--- src/rtl/trng_pkg.sv ---
// Shared types, defaults and parameter sanity checks for the trng_stream slice.
// TRNG_HEALTH_EN adds the FAIL state used by the repetition health monitor.
package trng_pkg;

    localparam int DEF_WIDTH     = 16;
    localparam int DEF_WARMUP    = 16;
    localparam int DEF_REP_LIMIT = 8;

    typedef enum logic [1:0] {
        ST_UNSEEDED = 2'd0,
        ST_WARMUP   = 2'd1,
        ST_RUN      = 2'd2
`ifdef TRNG_HEALTH_EN
        ,
        ST_FAIL     = 2'd3
`endif
    } trng_state_e;

    function automatic bit params_ok(input int width, input int warmup, input int rep_limit);
        return (width >= 4) && (width % 2 == 0) && (warmup >= 1) && (rep_limit >= 1);
    endfunction

endpackage

--- src/rtl/trng_stream_if.sv ---
// Seed input and valid/ready output stream of trng_stream.
// master = generator side, slave = seed source / consumer side.
interface trng_stream_if #(
    parameter int WIDTH = 16
);
    logic             put_seed;
    logic [WIDTH-1:0] seed;
    logic             out_valid;
    logic             out_ready;
    logic [WIDTH-1:0] out_data;
    logic             busy;
    logic             health_fail;

    modport master (
        input  put_seed, seed, out_ready,
        output out_valid, out_data, busy, health_fail
    );

    modport slave (
        output put_seed, seed, out_ready,
        input  out_valid, out_data, busy, health_fail
    );
endinterface

--- src/rtl/trng_step.sv ---
// Combinational chaotic XOR/ISU step F(S) for any even WIDTH.
module trng_step #(
    parameter int WIDTH = 16
) (
    input  logic [WIDTH-1:0] s,
    output logic [WIDTH-1:0] f
);
    logic [WIDTH-1:0] b;
    logic             p;
    logic             x;
    logic             y;

    always_comb begin
        p = ^s;
        b = '0;
        f = '0;
        x = 1'b0;
        y = 1'b0;
        for (int unsigned i = 0; i < WIDTH; i++) begin
            b[i] = p ^ s[i] ^ s[(i + 1) % WIDTH];
        end
        // Odd bit of each pair selects the swap, even bit selects output order.
        for (int unsigned k = 0; k < WIDTH / 2; k++) begin
            x = s[2*k+1] ? b[2*k]   : b[2*k+1];
            y = s[2*k+1] ? b[2*k+1] : b[2*k];
            f[2*k]   = s[2*k] ? ~x : ~y;
            f[2*k+1] = s[2*k] ? ~y : ~x;
        end
    end
endmodule

--- src/rtl/trng_stream.sv ---
// Seeded chaotic random word generator with warm-up sequencer and valid/ready output.
// Define TRNG_HEALTH_EN to add the sticky repetition health monitor.
module trng_stream
    import trng_pkg::*;
#(
    parameter int WIDTH     = DEF_WIDTH,
    parameter int WARMUP    = DEF_WARMUP,
    parameter int REP_LIMIT = DEF_REP_LIMIT
) (
    input logic          clk,
    input logic          rst,
    trng_stream_if.master bus
);
    localparam int WW = $clog2(WARMUP + 1);

    if (!params_ok(WIDTH, WARMUP, REP_LIMIT)) begin : g_param_check
        $error("trng_stream: WIDTH must be even and >= 4, WARMUP and REP_LIMIT >= 1");
    end

    trng_state_e      state_q;
    logic [WIDTH-1:0] s_q;
    logic [WIDTH-1:0] s_next;
    logic [WW-1:0]    warm_q;

    trng_step #(.WIDTH(WIDTH)) u_step (
        .s (s_q),
        .f (s_next)
    );

`ifdef TRNG_HEALTH_EN
    localparam int RW = $clog2(REP_LIMIT + 1);

    logic [RW-1:0] rep_q;
    logic [RW-1:0] rep_next;

    // Counts consecutive accepted words that are fixed points of F.
    always_comb begin
        rep_next = '0;
        if (s_next == s_q) begin
            rep_next = (rep_q == RW'(REP_LIMIT)) ? rep_q : rep_q + RW'(1);
        end
    end
`endif

    always_ff @(posedge clk) begin
        if (rst) begin
            state_q <= ST_UNSEEDED;
            s_q     <= '0;
            warm_q  <= '0;
`ifdef TRNG_HEALTH_EN
            rep_q   <= '0;
`endif
        end else if (bus.put_seed) begin
            state_q <= ST_WARMUP;
            s_q     <= bus.seed;
            warm_q  <= WW'(WARMUP);
`ifdef TRNG_HEALTH_EN
            rep_q   <= '0;
`endif
        end else begin
            case (state_q)
                ST_WARMUP: begin
                    s_q    <= s_next;
                    warm_q <= warm_q - WW'(1);
                    if (warm_q == WW'(1)) begin
                        state_q <= ST_RUN;
                    end
                end
                ST_RUN: begin
                    if (bus.out_ready) begin
                        s_q <= s_next;
`ifdef TRNG_HEALTH_EN
                        rep_q <= rep_next;
                        if (rep_next == RW'(REP_LIMIT)) begin
                            state_q <= ST_FAIL;
                        end
`endif
                    end
                end
                default: ;
            endcase
        end
    end

    assign bus.out_valid = (state_q == ST_RUN);
    assign bus.out_data  = (state_q == ST_RUN) ? s_q : '0;
    assign bus.busy      = (state_q == ST_WARMUP);
`ifdef TRNG_HEALTH_EN
    assign bus.health_fail = (state_q == ST_FAIL);
`else
    assign bus.health_fail = 1'b0;
`endif
endmodule

--- src/flat_wrapper.sv ---
// flat-port wrapper written by rule: the top's interface ports become plain ports
module trng_stream_flat import trng_pkg::*;
#(
    parameter int WIDTH     = DEF_WIDTH,
    parameter int WARMUP    = DEF_WARMUP,
    parameter int REP_LIMIT = DEF_REP_LIMIT
)
  (clk, rst, bus_put_seed, bus_seed, bus_out_ready, bus_out_valid, bus_out_data, bus_busy, bus_health_fail);
  trng_stream_if #(.WIDTH(WIDTH)) bus_i ();
  input logic clk;
  input logic rst;
  input wire logic [$bits(bus_i.put_seed)-1:0] bus_put_seed;
  input wire logic [$bits(bus_i.seed)-1:0] bus_seed;
  input wire logic [$bits(bus_i.out_ready)-1:0] bus_out_ready;
  output wire logic [$bits(bus_i.out_valid)-1:0] bus_out_valid;
  output wire logic [$bits(bus_i.out_data)-1:0] bus_out_data;
  output wire logic [$bits(bus_i.busy)-1:0] bus_busy;
  output wire logic [$bits(bus_i.health_fail)-1:0] bus_health_fail;
  assign bus_i.put_seed = bus_put_seed;
  assign bus_i.seed = bus_seed;
  assign bus_i.out_ready = bus_out_ready;
  assign bus_out_valid = bus_i.out_valid;
  assign bus_out_data = bus_i.out_data;
  assign bus_busy = bus_i.busy;
  assign bus_health_fail = bus_i.health_fail;
  trng_stream #(.WIDTH(WIDTH), .WARMUP(WARMUP), .REP_LIMIT(REP_LIMIT)) u_core (.clk(clk), .rst(rst), .bus(bus_i));
endmodule
--- config.mk ---
export PLATFORM = sky130hd
export DESIGN_NAME = trng_stream_flat
export DESIGN_NICKNAME = d
export VERILOG_FILES = /design/src/rtl/trng_pkg.sv /design/src/rtl/trng_stream_if.sv /design/src/rtl/trng_step.sv /design/src/rtl/trng_stream.sv /design/src/flat_wrapper.sv
export SDC_FILE = /design/constraint.sdc
export NUM_CORES = 1
export LEC_CHECK = 0
export ABC_AREA = 1
export ABC_CLOCK_PERIOD_IN_PS = 2050
export CAP_MARGIN = 20
export CORE_MARGIN = 8
export CORE_UTILIZATION = 43
export CTS_CLUSTER_DIAMETER = 50
export DETAILED_ROUTE_END_ITERATION = 10
export PLACE_DENSITY = 0.67
export SKIP_CTS_REPAIR_TIMING = 1
export SYNTH_ARGS = -nofsm -noshare
export SYNTH_HDL_FRONTEND = slang
export SYNTH_SLANG_ARGS = --single-unit
--- constraint.sdc ---
create_clock -name clk -period 2.05 [get_ports clk]
set_input_delay 0.205 -clock clk [delete_from_list [all_inputs] [get_ports clk]]
set_output_delay 0.205 -clock clk [all_outputs]
set_load 0.01 [all_outputs]
* Word level (Yosys, flattened, before mapping)
Cells that the tools add are included.
Word-level totals: flip-flop bits (word level) 23, word-level logic and storage cells 107
Operators by class: add/subtract/negate cells 1, equality and inequality tests 4, multiplexer cells 41, bitwise gates (word level) 48, reductions and logical operators 8
Operator list (count):
- $mux 16 | 3
- $mux 1 | 35
- $pmux 16 s2 | 1
- $xor 1x1->1 | 32
- $not 1->1 | 16
- $reduce_xor 16->1 | 1
- $mux 5 | 2
- $reduce_and 2->1 | 3
- $eq 5x1->1 const B | 1
- $sub 5x1->5 const B | 1
- $reduce_bool 2->1 | 2
- $ne 3x3->1 const B | 1
- $reduce_bool 3->1 | 1
- $eq 2x1->1 const B | 1
- $eq 2x2->1 const B | 1
- $reduce_or 2->1 | 1

* Longest topological paths before layout
word-level depth 9, gate-level depth with buffers 17, mapped depth without buffers 15

* Modules after synthesis
A second synthesis with hierarchy kept.
Unflattened totals: cells, all modules 428, area total of the unflattened synthesis 2297.2 um2
Modules (own cells, without submodules):
- trng_stream | instances 1, cells an instance 204, area an instance 1270.0 um2, seq. area each 460.4 um2
- trng_step | instances 1, cells an instance 224, area an instance 1027.2 um2, seq. area each 0.0 um2

* Worst setup path after synthesis
Ideal clock, no wire load.
kind register to register, from reg u_core.s_q[4], to reg u_core.s_q[2], data arrival time 1.601 ns, slack 0.310 ns, cell stages (with the launch flop) 18, clock period less this slack 1.740 ns, cell sequence dfxtp_1 buf_6 clkinv_2 nand2_1 nand2_1 nand2_1 nand2_1 nand2_1 nand2_1 nand2_4 nand2_4 buf_8 nand2_1 nand3_1 nand3_1 nand3_1 nand2_1 a21oi_2
Between the ends: word-level cells in the longest chain between the ends 9
RTL lines:
- from (decl) | line trng_stream.sv:21 | logic [WIDTH-1:0] s_q;
- from (signal assigned) | line trng_stream.sv:55 | s_q <= bus.seed;
- from (signal assigned) | line trng_stream.sv:63 | s_q <= s_next;
- from (signal assigned) | line trng_stream.sv:71 | s_q <= s_next;
- $reduce_xor 16->1 | line trng_step.sv:14 | p = ^s;
- $xor 1x1->1 (2 in a row) | line trng_step.sv:20 | b[i] = p ^ s[i] ^ s[(i + 1) % WIDTH];
- $mux 1, on equally long branches | line trng_step.sv:25, trng_step.sv:24
- $not 1->1 | line trng_step.sv:26 | f[2*k] = s[2*k] ? ~x : ~y;
- $mux 1 (*) | line trng_step.sv:26
- $mux 16 | line trng_stream.sv:70 | if (bus.out_ready) begin
- $pmux 16 s2 (*) | line trng_stream.sv:61 | case (state_q)
- $mux 16 (*) | line trng_stream.sv:53 | end else if (bus.put_seed) begin
Every way passes the cells marked *; elsewhere a longest branch is shown, timed or not. The select of a mux whose other input is x is not followed. A chain may end at the register's enable or synchronous reset.

* Worst setup path in the final report
from reg u_core.state_q[1], to out bus_out_data[5]
Between the ends: word-level cells in the longest chain between the ends 2
RTL lines:
- from (decl) | line trng_stream.sv:20 | trng_state_e state_q;
- from (signal assigned) | line trng_stream.sv:47 | state_q <= ST_UNSEEDED;
- from (signal assigned) | line trng_stream.sv:54 | state_q <= ST_WARMUP;
- from (signal assigned) | line trng_stream.sv:66 | state_q <= ST_RUN;
- $eq 2x2->1 | line trng_stream.sv:86 | assign bus.out_data = (state_q == ST_RUN) ? s_q : '0;
- $mux 16 | line trng_stream.sv:86
- to (decl) | line flat_wrapper.sv:16 | output wire logic [$bits(bus_i.out_data)-1:0] bus_out_data;
No other way between the ends.

==> results.ini <==
[outcome]
status=finished clean

[routing]
totalWireLength_mm=5.90
drt-wirelength-per-cell_um=11.5
routed_via_density=5.03
route.antenna.remaining_nets=0
drt_iter0_markers=181
drc=0
vias=2571
drt_first_pass_iters=4

[cells_and_area]
multi_input_area_um2=1530
final_cell_area_um2=2860
final_cells=511
area_delta_synth_final_pct=30.2
diodes=0
seq_area_um2=488
final_common_cell=nand2_1
nFillCells=507
final_cell_mix=131 x nand2_1, 92 x nand3_1, 54 x nor2_1, 33 x clkdlybuf4s50_1, 23 x buf_4
nets=464
utilization_pct=57.0
drive_gt1_share_pct=19.5

[floorplan]
num_rows=26
fp.dieW_um=87.4
io_pins=39
die_y_um=87.4
die-area_um2=7650
start_util_pct=43.8
core-area_um2=5010

[setup_path]
critPathMaxFanout=11
crit_required_ns=1.85
reg2reg_depth=15
worst_setup_path_end_kind=primary output
reg2reg_slack_ns=0.19
crit_type=flop to primary output
arrival_ns=1.74
start_kind=flop

[sta]
period_share_pct=95.1
max_freq_ghz=0.513
finalHoldViolations=0
min_period_ns=1.95
rsz0062_at_grt=true
finalMaxSlewViolations=0
finClkSkew_ns=0.00793
fin_tns_setup_ns=0
setup_violations=0

[logic_synthesis]
synth-simple-area-share_pct=58.4
ys_ff_latch=23
synth-adder-area-share_pct=1.14
syn_avg_cell_area_um2=5.56
synth_top_family_by_area=simple AND/OR/NAND/NOR gates
synth-compound-area-share_pct=7.47
synthXorXnorAreaFrac_pct=0.399
yosysSeqAreaShare_pct=21.0
synthMuxAreaShare_pct=0
synthCells=395
yosysWarnings=0
syn_area_um2=2190
syn_nets=417
netlist-cell-type-count=29

[power_and_ir_drop]
irDropWorstVdd_v=0.000431
p_leak_nw=1.35
power_density_nw_per_um2=908

[cts]
cts_tree=done
clockRootBuffer=clkbuf_8
cts_max_level=1
clockBufferDepth=2
cts-buffers-inserted=3
cts.clk_slew.worst_paths_ns=0.09
cts.sinks=23
clock_latency_ns=0.27

[run]
maxCapViolCount=0

[global_routing]
grt_max_degree=33
antenna_found_initial=0
grt_pass1_wl_mm=9.86
grt_pass1_vias=2353
grt_use_total_pct=15.7
grt-ovfl-total=0

[min_path]
holdCritPathClass=flop to flop
hold_depth=2

[placement]
gp_congestion=0.880
io_buffers=37
hpwl_mm=4.33
postPlaceCellArea_um2=2700
dp.cells=502

[routing by layer]
metal	global-route usage, %	vias up	routed length [um]
li1	-	1366	-
met1	20.0	1147	2850
met2	25.5	51	2690
met3	3.21	7	286
met4	5.00	0	70
met5	0	-	0
[where the power goes]
group          total [W]  internal [W]  switching, W
sequential      0.000614      0.000522     0.0000926
combinational    0.00167      0.000653       0.00102
clock           0.000305      0.000136      0.000168
total            0.00259       0.00131       0.00128
[synth_stat cells]
| cell type | count | area (um2) |
|---|---|---|
| buf_6 | 4 | 45.0 |
| nor2_1 | 55 | 206 |
| nand2_4 | 3 | 33.8 |
| clkinv_1 | 1 | 3.75 |
| buf_8 | 1 | 15.0 |
| inv_4 | 2 | 12.5 |
| o21ai_0 | 2 | 10.0 |
| dfxtp_1 | 23 | 460 |
| xnor2_1 | 1 | 8.76 |
| nand3_1 | 93 | 465 |
| a21oi_2 | 8 | 70.1 |
| buf_4 | 4 | 30.0 |
| inv_1 | 15 | 56.3 |
| nor3_1 | 2 | 10.0 |
| clkbuf_1 | 8 | 30.0 |
| buf_1 | 1 | 3.75 |
| nor2_2 | 1 | 6.26 |
| or2_2 | 1 | 6.26 |
| a31o_2 | 1 | 8.76 |
| a21oi_1 | 12 | 60.1 |
| conb_1 | 1 | 3.75 |
| buf_2 | 3 | 15.0 |
| clkinv_2 | 5 | 25.0 |
| ha_1 | 2 | 25.0 |
| nand2_2 | 6 | 37.5 |
| nand2_1 | 132 | 495 |
| a211oi_1 | 2 | 15.0 |
| inv_2 | 4 | 15.0 |
| nand3_2 | 2 | 20.0 |
[registers in the layout (all words and copies together) (netlist names)]
register	cells
u_core.s_q	16
u_core.state_q	2
u_core.warm_q	5
[cell type report]
class / instances / share of cell area (%)
Multi-Input combinational cell: 325 / 53.4
Timing Repair Buffer: 62 / 20.8
Sequential cell: 23 / 17.1
Inverter: 27 / 4.07
Tap cell: 70 / 3.07
Clock buffer: 3 / 1.45
Clock inverter: 1 / 0.175
[final timing paths]
kind	startpoint	to
setup / recovery	u_core.state_q[1]$_SDFFE_PP0P_	bus_out_data[5]
hold / removal	u_core.warm_q[0]$_SDFFE_PP0P_	u_core.warm_q[0]$_SDFFE_PP0P_
hold reg to reg	u_core.warm_q[0]$_SDFFE_PP0P_	u_core.warm_q[0]$_SDFFE_PP0P_
setup reg to reg	u_core.s_q[3]$_SDFFE_PP0P_	u_core.s_q[10]$_SDFFE_PP0P_
[critical path: stages (launching register included)]
cell and delay, ns:
dfxtp_1 0.34, inv_1 0.07, nor2_4 0.12, clkinvlp_4 0.11
buf_4 0.19, nor2_1 0.10, clkdlybuf4s50_1 0.54
[kinds of logic after synthesis]
family	count (synthesis)
AO/OA/AOI/OAI	25
other	1
adder cells (fa/ha/maj)	2
buffers and inverters	48
XOR/XNOR	1
AND/OR/NAND/NOR	295
flip-flops	23
[per-stage QoR]
| stage | total power, W | worst slack, ns | hold WS, ns |
|---|---|---|---|
| finish | 0.00259 | 0.101 | 0.498 |
| global route | 0.00285 | -0.0232 | 0.531 |
| floorplan | 0.00188 | 0.310 | 0.416 |
| global placement | 0.00215 | 0.142 | 0.466 |
| CTS | 0.00248 | 0.0204 | 0.486 |
| detailed placement | 0.00217 | 0.113 | 0.470 |
No activity file was read; power rests on OpenSTA's default activity.
